File: config.mk
export PLATFORM = sky130hd
export DESIGN_NAME = wr_dec_scoreboard
export DESIGN_NICKNAME = d
export VERILOG_FILES = /design/src/rtl/wr_dec_scoreboard.sv
export SDC_FILE = /design/constraint.sdc
export NUM_CORES = 1
export LEC_CHECK = 0
export BUFFER_PORTS_ARGS = -buffer_cell sky130_fd_sc_hd__buf_2
export CORE_MARGIN = 3
export CORE_UTILIZATION = 61
export CTS_CLUSTER_SIZE = 10
export DETAILED_ROUTE_END_ITERATION = 8
export PLACE_DENSITY = 0.84
export RECOVER_POWER = 50
export SYNTH_ARGS = -nofsm -noshare
export SYNTH_HDL_FRONTEND = slang
export SYNTH_SLANG_ARGS = --single-unit
File: constraint.sdc
create_clock -name clk -period 17.7 [get_ports clk]
set_input_delay 1.77 -clock clk [delete_from_list [all_inputs] [get_ports clk]]
set_output_delay 1.77 -clock clk [all_outputs]
set_load 0.03 [all_outputs]
File: src/rtl/wr_dec_scoreboard.sv
// Register-file write-enable decoder with a pending-write scoreboard.
// Tracks in-flight producers from issue to writeback and flags RAW/WAW hazards.
module wr_dec_scoreboard #(
  parameter int unsigned SEL_W    = 5,
  parameter bit          ZERO_EN  = 1'b1,
  parameter int unsigned ZERO_IDX = 31,
  localparam int unsigned NREG    = 2**SEL_W
) (
  input  logic             clk,
  input  logic             reset,
  input  logic             issue_en,
  input  logic [SEL_W-1:0] issue_sel,
  output logic             issue_rej,
  input  logic             wb_en,
  input  logic [SEL_W-1:0] wb_sel,
  output logic [NREG-1:0]  wr_en_out,
  input  logic [SEL_W-1:0] rd_sel_a,
  input  logic [SEL_W-1:0] rd_sel_b,
  output logic             hazard_a,
  output logic             hazard_b,
  output logic [NREG-1:0]  pending,
  output logic [SEL_W:0]   pending_cnt,
  output logic             err_orphan
);

  localparam logic [SEL_W-1:0] ZSEL = ZERO_IDX[SEL_W-1:0];

  logic [NREG-1:0] r_pending;
  logic [NREG-1:0] r_wr_en;
  logic [SEL_W:0]  r_cnt;
  logic            r_err;

  logic            w_wb_act;
  logic            w_iss_act;
  logic            w_iss_set;
  logic            w_rej;
  logic [NREG-1:0] w_pend_nxt;
  logic [NREG-1:0] w_onehot;
  logic [SEL_W:0]  w_cnt_nxt;

  function automatic logic is_zero(input logic [SEL_W-1:0] sel);
    return ZERO_EN && (sel == ZSEL);
  endfunction

  assign w_wb_act  = wb_en && !is_zero(wb_sel);
  assign w_iss_act = issue_en && !is_zero(issue_sel);

  // A same-cycle writeback to the issue target retires the old producer, so no WAW.
  assign w_rej     = w_iss_act && r_pending[issue_sel] && !(wb_en && (wb_sel == issue_sel));
  assign w_iss_set = w_iss_act && !w_rej;

  assign hazard_a = r_pending[rd_sel_a] && !is_zero(rd_sel_a) && !(wb_en && (wb_sel == rd_sel_a));
  assign hazard_b = r_pending[rd_sel_b] && !is_zero(rd_sel_b) && !(wb_en && (wb_sel == rd_sel_b));

  // Set is applied after clear so a new producer overrides the retiring one.
  always_comb begin
    w_pend_nxt = r_pending;
    if (w_wb_act)  w_pend_nxt[wb_sel]    = 1'b0;
    if (w_iss_set) w_pend_nxt[issue_sel] = 1'b1;
  end

  always_comb begin
    w_cnt_nxt = '0;
    for (int unsigned i = 0; i < NREG; i++) begin
      w_cnt_nxt = w_cnt_nxt + (SEL_W+1)'(w_pend_nxt[i]);
    end
  end

  always_comb begin
    w_onehot = '0;
    if (w_wb_act) w_onehot[wb_sel] = 1'b1;
  end

  always_ff @(posedge clk or posedge reset) begin
    if (reset) begin
      r_pending <= '0;
      r_wr_en   <= '0;
      r_cnt     <= '0;
      r_err     <= 1'b0;
    end else begin
      r_pending <= w_pend_nxt;
      r_wr_en   <= w_onehot;
      r_cnt     <= w_cnt_nxt;
      if (w_wb_act && !r_pending[wb_sel]) r_err <= 1'b1;
    end
  end

  assign issue_rej   = w_rej;
  assign wr_en_out   = r_wr_en;
  assign pending     = r_pending;
  assign pending_cnt = r_cnt;
  assign err_orphan  = r_err;

endmodule

==> results.cfg, run 1 <==
[outcome]
status = finished with violations
violations = capacitance limit, slew limit

[critical_path]
reg2reg_depth = 22
cp-end-kind = flip-flop
crit_top_cell = fa_1
required_ps = 17960
crit_arrival_ps = 8530
r2r_slack_ps = 10910
critPathKind = in -> reg
timing.rr.start = pending[20]$_DFF_PP0_
max_stage_delay_ps = 910
slowest_stage = nand4_1
start_kind = input pin
critical_path.max_fanout = 17
r2r-end = pending_cnt[4]$_DFF_PP0_
cp_cell_sequence = clkbuf_1 > nand4_1 > o21a_1 > a21oi_1 > a21boi_0 > fa_1 > fa_1 > fa_1 > inv_1 > fa_1 > fa_1 > inv_1 > fa_1 > inv_1 > ha_1 > inv_1 > fa_1 > inv_1 > a21o_1 > a21oi_1 > xnor2_1

[layout]
syn_to_final_growth_pct = 11.5
drive_gt1_share_pct = 22.3
seqCellArea_sq_um = 1780
fillCellCount = 637
final_nets = 647
diodes = 0
multiInputGateArea_sq_um = 3080

[synth]
synth_seq_area_share_pct = 34.2
synth_top_area_share_pct = 34.2
synth_nets = 573
ys_types = 57
ys_top_cells_by_area = dfrtp_1, mux4_2, fa_1, mux2i_1, nor2_1
ys_ff_latch = 71
async_reset_ff_share_pct = 100
synth_area_sq_um = 5190
synth_area_per_cell_sq_um = 10.0
synthCells = 518
synthFlopType = dfrtp_1
yosysTopAreaCell = dfrtp_1
synth_edf_count = 0
ys_warn_count = 0

[route]
vias_per_cell = 6.77
post-route-drc-count = 0
routedWlPerCell_microns = 22.9
drtPass1Iterations = 7
drtIter0Drc = 908
wl_microns = 16100
drtAntennaViolNets = 0
dr_total_vias = 4756

[die]
die_w_microns = 98.3
pin_count = 98
rows = 33
start_util_pct = 62.9
die-area_sq_um = 9660
die_h_microns = 98.3
core_sq_um = 8260

[sta]
period_needed_ps = 8270
min_period_over_period_pct = 46.7
fmax_mhz = 121
relSlewSlack_pct = -151
setup_viol = 0
worst-slew-pin-transition_ps = 3760
maxSlewViolCount = 72
fin_tns_setup_ps = 0
finClkSkew_ps = 9.51
rsz0062_at_grt = false
fin_hold_ws_ps = 496
final-hold-violation-count = 0

[place]
dp_hpwl_microns = 11500
routabilityCongestion = 0.996
port_buffers = 97

[clocking]
cts_buffers = 9
htreeDepth = 3
clock_tree.buffer_depth = 2
cts-resized-gates = 0
cts-root-buf = clkbuf_8
ctsHoldBuffers = 0
post_cts_buffers = 0
tritoncts = done
clkTransAtPathRegs_ps = 100
cts_sinks = 71
clock_latency_ps = 380

[hold_path]
holdPathEnd = err_orphan$_DFFE_PP0P_
whs_path_depth = 1
hold_path.class = reg -> reg
hold_start = err_orphan$_DFFE_PP0P_

[global_routing]
grt_pass1_vias = 4530
grt.overflow.total = 0
gr-usage-all-layers_pct = 33.6
grt_max_degree = 72
antenna_found_initial = 0
grt_first_pass_wirelength_microns = 24900

[pwr]
p_per_area_nw_per_um2 = 262
peakVddDrop_v = 0.00106
leakage_uw = 0.00264

[job]
cap_violations = 1
==> worst max-delay path, delay by kind of cell <==
family                   cells  cell delay (ps)
AND/OR/NAND/NOR              1              910
AO/OA/AOI/OAI                5             1090
adder cells (fa/ha/maj)      8             3580
buffers and inverters        6             1020
XOR/XNOR                     1              140
==> final cells by class <==
class / instances / share of cell area (%)
Tap cell: 105 / 2.27
Clock buffer: 9 / 2.14
Multi-Input combinational cell: 375 / 53.1
Clock inverter: 7 / 1.27
Timing Repair Buffer: 100 / 8.25
Sequential cell: 71 / 30.7
Inverter: 35 / 2.27
==> layer usage <==
layer	track usage (%)	part of all wire [%]	vias up	wire length (microns)
met5	0	0	-	0
met4	16.4	6.3	0	1010
met3	8.21	14	112	2180
met2	51.3	45	455	7160
met1	45.2	36	2222	5720
li1	-	-	1967	-
==> how the worst max path moves through the flow <==
stage	from	to	depth (start not counted)
final	wb_sel[0]	pending_cnt[4]$_DFF_PP0_	21
after global routing	wb_sel[0]	pending_cnt[4]$_DFF_PP0_	21
after CTS	issue_sel[0]	pending_cnt[4]$_DFF_PP0_	23
after detailed placement	issue_sel[0]	pending_cnt[4]$_DFF_PP0_	23
after global placement	issue_sel[0]	pending_cnt[4]$_DFF_PP0_	22
after floorplan	issue_sel[0]	pending_cnt[4]$_DFF_PP0_	24
==> state kept, by name, indices dropped and copies added, names as in the netlist <==
| name | flops |
|---|---|
| err_orphan | 1 |
| pending | 32 |
| pending_cnt | 6 |
| wr_en_out | 32 |
==> report_power, final <==
| group | switching, uW | internal [uW] | total [uW] |
|---|---|---|---|
| Combinational | 614 | 511 | 1120 |
| Clock | 77.5 | 55.7 | 133 |
| Sequential | 47.7 | 213 | 261 |
==> metrics by stage <==
step	total power [uW]	area (sq um)	instances	worst slack, ps	utilization (%)
floorplan	1170	5190	518	10390	-
global placement	1340	5630	686	9590	68.1
detailed placement	1390	5630	686	9270	68.1
CTS	1530	5820	702	9640	70.5
global route	1690	5790	702	9130	70.2
finish	1520	5790	702	9430	70.2
==> synth_stat cells (7+ instances only) <==
library cell / number
a21oi_1: 16
o21a_1: 18
mux2i_1: 18
a21boi_0: 9
nand3b_1: 9
buf_2: 16
o22ai_1: 7
inv_1: 35
dfrtp_1: 71
nor2_1: 48
clkbuf_1: 13
nand3_1: 8
o221ai_1: 7
ha_1: 7
nor2b_1: 14
xor2_1: 12
nand2_1: 43
fa_1: 24
mux4_2: 25
o21ai_0: 35
and3_1: 7
==> kinds of logic after synthesis <==
| logic type | Yosys count | share of synthesized area [%] |
|---|---|---|
| simple gates | 160 | 15.3 |
| compound gates | 121 | 15.4 |
| buf+inv | 72 | 6.53 |
| flops | 71 | 34.2 |
| mux | 44 | 14.5 |
| fa+ha+maj | 31 | 10.9 |
| xor+xnor | 18 | 3.03 |
| other cells | 1 | 0.0722 |
==> cells in the final DEF, fill, tap and decap left out, drive strengths merged, types with 3 or more instances in the layout <==
| cell | instances |
|---|---|
| a22oi | 3 |
| a21o | 3 |
| nor4 | 3 |
| ha | 7 |
| dfrtp | 71 |
| a21boi | 11 |
| clkbuf | 29 |
| mux4 | 25 |
| buf | 80 |
| fa | 24 |
| nand3b | 9 |
| xnor2 | 6 |
| o22ai | 7 |
| a21oi | 16 |
| nand2b | 6 |
| nor2b | 14 |
| inv | 40 |
| and3 | 7 |
| nand2 | 43 |
| mux2i | 18 |
| o221ai | 7 |
| and2 | 4 |
| nor2 | 48 |
| o21ai | 39 |
| o21a | 18 |
| or3b | 4 |
| xor2 | 12 |
| or3 | 4 |
| nand3 | 9 |
(Power assumes the default switching activity.)
==> run 2, diff against run 1 <==
--- a/config.mk
+++ b/config.mk
@@ -7,10 +7,10 @@
 export LEC_CHECK = 0
 export BUFFER_PORTS_ARGS = -buffer_cell sky130_fd_sc_hd__buf_2
 export CORE_MARGIN = 3
-export CORE_UTILIZATION = 61
+export CORE_UTILIZATION = 57
 export CTS_CLUSTER_SIZE = 10
 export DETAILED_ROUTE_END_ITERATION = 8
-export PLACE_DENSITY = 0.84
+export PLACE_DENSITY = 0.79
 export RECOVER_POWER = 50
 export SYNTH_ARGS = -nofsm -noshare
 export SYNTH_HDL_FRONTEND = slang
==> constraint.sdc (replaced) <==
create_clock -name clk -period 7.63 [get_ports clk]
set_input_delay 0.763 -clock clk [delete_from_list [all_inputs] [get_ports clk]]
set_output_delay 0.763 -clock clk [all_outputs]
set_load 0.03 [all_outputs]
==> run 2 against run 1 <==
Effect of this change:
- the run still ends with capacitance limit, slew limit left
- sequential share of layout area is 0.21 points lower
- flip-flop and latch count did not move
- first-iteration DRC count shrank 45%
- utilization is 3.9 points lower
- register-to-register slack worse by 9600 ps
- critical path depth grew 1
- via count down 3.3%
- non-clock buffer count up 5
- routed wire length is 1.7% higher
- cell count up 1.1%
- critical path type unchanged
- critical endpoint unchanged
- largest cell class unchanged
==> results.cfg, run 2 (same netlist as run 1, synthesis figures left out) <==
[critical_path]
critical_path.max_fanout = 17
start_kind = input pin
crit_arrival_ps = 7130
required_ps = 7890
cp-end-kind = flip-flop
critPathKind = in -> reg

[layout]
diodes = 0
drive_gt1_share_pct = 23.1
final_nets = 652
stdcell_count = 710
layout_commonest_cell = buf_2
seqCellArea_sq_um = 1780
multiInputGateArea_sq_um = 3080
fillCellCount = 731
mostFrequentLayoutCells = buf_2, dfrtp_1, nor2_1
syn_to_final_growth_pct = 12.3

[place]
dp_hpwl_microns = 12000
routabilityCongestion = 0.928
port_buffers = 97
dp.cells = 694

[sta]
period_needed_ps = 6870
fmax_mhz = 145
min_period_over_period_pct = 90.1
rsz0062_at_grt = false
maxSlewViolCount = 72
relSlewSlack_pct = -151
finClkSkew_ps = 14.7
worst-slew-pin-transition_ps = 3770
fin_hold_ws_ps = 504
final-hold-violation-count = 0
setup_viol = 0
fin_tns_setup_ps = 0

[die]
die_h_microns = 101
die-area_sq_um = 10300
rows = 34
core_sq_um = 8810
pin_count = 98
start_util_pct = 59.0
die_w_microns = 101

[outcome]
status = finished with violations
violations = capacitance limit, slew limit

[clocking]
cts-root-buf = clkbuf_8
cts_buffers = 9
cts_sinks = 71
post_cts_buffers = 0
ctsHoldBuffers = 0
htreeDepth = 3
clock_latency_ps = 370
clkTransAtPathRegs_ps = 100
cts-resized-gates = 0
tritoncts = done
clock_tree.buffer_depth = 2

[global_routing]
antenna_found_initial = 0
grt_max_degree = 72
grt.overflow.total = 0
grt_pass1_vias = 4306
grt_first_pass_wirelength_microns = 24500
gr-usage-all-layers_pct = 32.2

[pwr]
leakage_uw = 0.00267
peakVddDrop_v = 0.00181
switching_share_pct = 48.3
p_seq_share_pct = 17.1
p_int_uw = 1830
combPwrFrac_pct = 74.1
p_per_area_nw_per_um2 = 605
clkPwrFrac_pct = 8.8
p_sw_uw = 1700

[job]
cap_violations = 1

[route]
vias_per_cell = 6.48
drtAntennaViolNets = 0
routedWlPerCell_microns = 23.0
drtPass1Iterations = 6
post-route-drc-count = 0
drtIter0Drc = 497
wl_microns = 16300
dr_total_vias = 4598

[hold_path]
hold_path.class = reg -> reg
[run 2: stage by stage]
step / util [%] / power [uW] / worst slack (ps) / area, sq um
after global routing: 66.3 / 3940 / 344 / 5830
after CTS: 66.6 / 3570 / 953 / 5870
final: 66.3 / 3530 / 756 / 5830
after global placement: 64.4 / 3140 / 757 / 5670
after detailed placement: 64.4 / 3250 / 567 / 5670
after floorplan: - / 2700 / 1330 / 5190
[run 2: final timing paths]
| path | startpoint | end | slack [ps] | cells after the start |
|---|---|---|---|---|
| min | err_orphan$_DFFE_PP0P_ | err_orphan$_DFFE_PP0P_ | 500 | 1 |
| max reg2reg | pending[8]$_DFF_PP0_ | pending_cnt[4]$_DFF_PP0_ | 1280 | 21 |
| max in group asynchronous | reset | wr_en_out[28]$_DFF_PP0_ | 3670 | 3 |
| max | wb_sel[1] | pending_cnt[4]$_DFF_PP0_ | 760 | 22 |
| min reg2reg | err_orphan$_DFFE_PP0P_ | err_orphan$_DFFE_PP0P_ | 500 | 1 |
| min in group asynchronous | reset | pending[8]$_DFF_PP0_ | 1850 | 3 |
[run 2: final cells by class]
type,instances,share of cell area (%)
clock buffers,9,2.12
clock inverters,7,1.27
inverters,35,2.25
multi-input cells,375,52.8
flip-flops and latches,71,30.5
well taps,108,2.32
repair buffers,105,8.81
[run 2: worst max-delay path, cell delays in order]
cell and delay, ps:
clkbuf_1 740, xor2_1 180, nor4_2 300, nand3_1 480
o21a_1 370, o21a_1 150, fa_1 570, fa_1 450
fa_1 510, inv_1 50, fa_1 480, fa_1 530
inv_1 60, fa_1 460, inv_1 70, ha_1 160
inv_1 60, fa_1 390, inv_1 70, a21o_1 100
a21oi_1 70, xnor2_1 120
[run 2: power by group through the flow]
stage               Clock (uW)  Combinational [uW]  Sequential, uW
floorplan                    0                2020             685
global placement             0                2540             601
detailed placement           0                2640             603
CTS                        316                2660             595
global route               332                3000             605
finish                     311                2620             602
[run 2: metal layers]
| metal | track usage [%] | wire [microns] | vias to the layer above |
|---|---|---|---|
| met1 | 45.5 | 6290 | 2237 |
| met5 | 0 | 0 | - |
| met4 | 11.9 | 570 | 0 |
| li1 | - | - | 1977 |
| met2 | 48.3 | 7580 | 334 |
| met3 | 8.13 | 1910 | 50 |
==> run 3, diff against run 2 <==
--- a/config.mk
+++ b/config.mk
@@ -6,10 +6,13 @@
 export NUM_CORES = 1
 export LEC_CHECK = 0
 export BUFFER_PORTS_ARGS = -buffer_cell sky130_fd_sc_hd__buf_2
+export CELL_PAD_IN_SITES_DETAIL_PLACEMENT = 1
+export CELL_PAD_IN_SITES_GLOBAL_PLACEMENT = 1
 export CORE_MARGIN = 3
-export CORE_UTILIZATION = 57
+export CORE_UTILIZATION = 44
 export CTS_CLUSTER_SIZE = 10
 export DETAILED_ROUTE_END_ITERATION = 8
+export GPL_TIMING_DRIVEN = 0
 export PLACE_DENSITY = 0.79
 export RECOVER_POWER = 50
 export SYNTH_ARGS = -nofsm -noshare
==> run 3 against run 2 <==
Effect of this change:
- the flow still finishes with violations (capacitance limit, slew limit)
- first-iteration DRC count fell by 6.6%
- utilization fell by 13 points
- clock power rose by 40%
- combinational power rose by 2%
- sequential power rose by 3.5%
- sequential share of layout area fell by 1.2 points
- die area rose by 28%
- final area rose by 4.0%
- critical endpoint unchanged
- largest cell class unchanged
==> results.cfg, run 3 (same netlist as run 1, synthesis figures left out) <==
[outcome]
status = finished with violations
violations = capacitance limit, slew limit

[layout]
final_nets = 671
multiInputGateArea_sq_um = 3080
mostFrequentLayoutCells = dfrtp_1, buf_2, clkbuf_1, nor2_1, nand2_1
finish.instance_area_sq_um = 6070
diodes = 0
seqCellArea_sq_um = 1780
drive_gt1_share_pct = 20.8
layout_commonest_cell = dfrtp_1
fillCellCount = 1349
syn_to_final_growth_pct = 16.8

[critical_path]
required_ps = 7860
critPathKind = in -> reg
cp-end-kind = flip-flop
start_kind = input pin
reg2reg_depth = 23
r2r-end = pending_cnt[4]$_DFF_PP0_
crit_arrival_ps = 7120
r2r_slack_ps = 1240
critical_path.max_fanout = 10
timing.rr.start = pending[21]$_DFF_PP0_

[clocking]
ctsHoldBuffers = 0
clock_latency_ps = 350
post_cts_buffers = 0
clock_tree.buffer_depth = 2
cts-root-buf = clkbuf_16
cts_sinks = 71
tritoncts = done
htreeDepth = 3
clkTransAtPathRegs_ps = 70
cts_buffers = 9
cts-resized-gates = 0

[place]
placed_cell_area_sq_um = 5810
dp_hpwl_microns = 14000
port_buffers = 87
routabilityCongestion = 0.961

[die]
core_sq_um = 11500
die_h_microns = 115
die-area_sq_um = 13100
pin_count = 98
start_util_pct = 45.3
rows = 39
die_w_microns = 115

[sta]
final-hold-violation-count = 0
min_period_over_period_pct = 90.2
maxSlewViolCount = 72
period_needed_ps = 6880
worst-slew-pin-transition_ps = 3250
fin_tns_setup_ps = 0
relSlewSlack_pct = -118
fin_hold_ws_ps = 475
rsz0062_at_grt = false
setup_viol = 0
finClkSkew_ps = 12.3
fmax_mhz = 145

[hold_path]
hold_path.class = reg -> reg
holdPathEnd = err_orphan$_DFFE_PP0P_
hold_start = err_orphan$_DFFE_PP0P_
whs_path_depth = 1

[global_routing]
antenna_found_initial = 0
grt_pass1_vias = 4862
grt_max_degree = 72
grt_first_pass_wirelength_microns = 28600
grt.overflow.total = 0
gr-usage-all-layers_pct = 29.2

[route]
drtPass1Iterations = 5
vias_per_cell = 6.10
dr_total_vias = 4659
wl_microns = 18800
routedWlPerCell_microns = 24.5
post-route-drc-count = 0
drtIter0Drc = 464
drtAntennaViolNets = 0

[pwr]
peakVddDrop_v = 0.00152
leakage_uw = 0.00269
p_per_area_nw_per_um2 = 612

[job]
cap_violations = 1
-- run 3: changes by cell type in the layout (fill, tap and decap cells not counted), sizes merged --
cell,change
inv,-5
clkinvlp,+2
clkinv,+1
bufinv,+1
clkbuf,+29
buf,-9
-- run 3: worst max path at each step --
| stage | startpoint | end | cells after the start | slack [ps] |
|---|---|---|---|---|
| after detailed placement | issue_sel[0] | pending_cnt[4]$_DFF_PP0_ | 23 | 500 |
| after floorplan | issue_sel[0] | pending_cnt[4]$_DFF_PP0_ | 24 | 1330 |
| final | issue_sel[0] | pending_cnt[4]$_DFF_PP0_ | 23 | 750 |
| after global routing | wb_sel[1] | pending_cnt[4]$_DFF_PP0_ | 24 | 480 |
| after global placement | issue_sel[0] | pending_cnt[4]$_DFF_PP0_ | 23 | 660 |
| after CTS | issue_sel[0] | pending_cnt[4]$_DFF_PP0_ | 23 | 790 |
-- run 3: routing by layer --
| metal | GRT usage [%] | up-vias | routed length [microns] |
|---|---|---|---|
| met3 | 7.08 | 60 | 1610 |
| met5 | 0 | - | 0 |
| met1 | 38.1 | 2339 | 7570 |
| li1 | - | 2020 | - |
| met2 | 46.6 | 240 | 8870 |
| met4 | 12.5 | 0 | 702 |
-- run 3: final cells by class --
class	instances	share of cell area (%)
Buffer	37	3.40
Clock buffer	10	3.77
Clock inverter	6	1.13
Inverter	35	2.19
Multi-Input combinational cell	375	50.8
Sequential cell	71	29.3
Tap cell	143	2.95
Timing Repair Buffer	87	6.50
-- run 3: per-stage QoR --
| stage | instances | utilization, % | setup WS, ps | total power, uW |
|---|---|---|---|---|
| floorplan | 518 | - | 1330 | 2700 |
| global placement | 748 | 50.7 | 659 | 3180 |
| detailed placement | 748 | 50.7 | 498 | 3310 |
| CTS | 764 | 53.3 | 791 | 3760 |
| global route | 764 | 52.9 | 478 | 4220 |
| finish | 764 | 52.9 | 746 | 3710 |
-- run 3: power breakdown --
part | internal (uW) | total, uW | switching, uW
Sequential | 495 | 623 | 128
Clock | 255 | 435 | 180
Combinational | 1210 | 2660 | 1450
Total | 1960 | 3710 | 1750
-- run 3: worst max-delay path, stage by stage --
cell	delay, ps
buf_6	110
buf_6	150
buf_2	190
nor3b_1	1000
nand2_1	250
o21a_1	260
o21a_1	130
fa_1	620
fa_1	480
fa_1	530
inv_1	60
fa_1	470
fa_1	520
inv_1	60
fa_1	460
inv_1	70
ha_1	160
inv_1	60
fa_1	390
inv_1	70
a21o_1	110
a21oi_1	70
xnor2_1	130
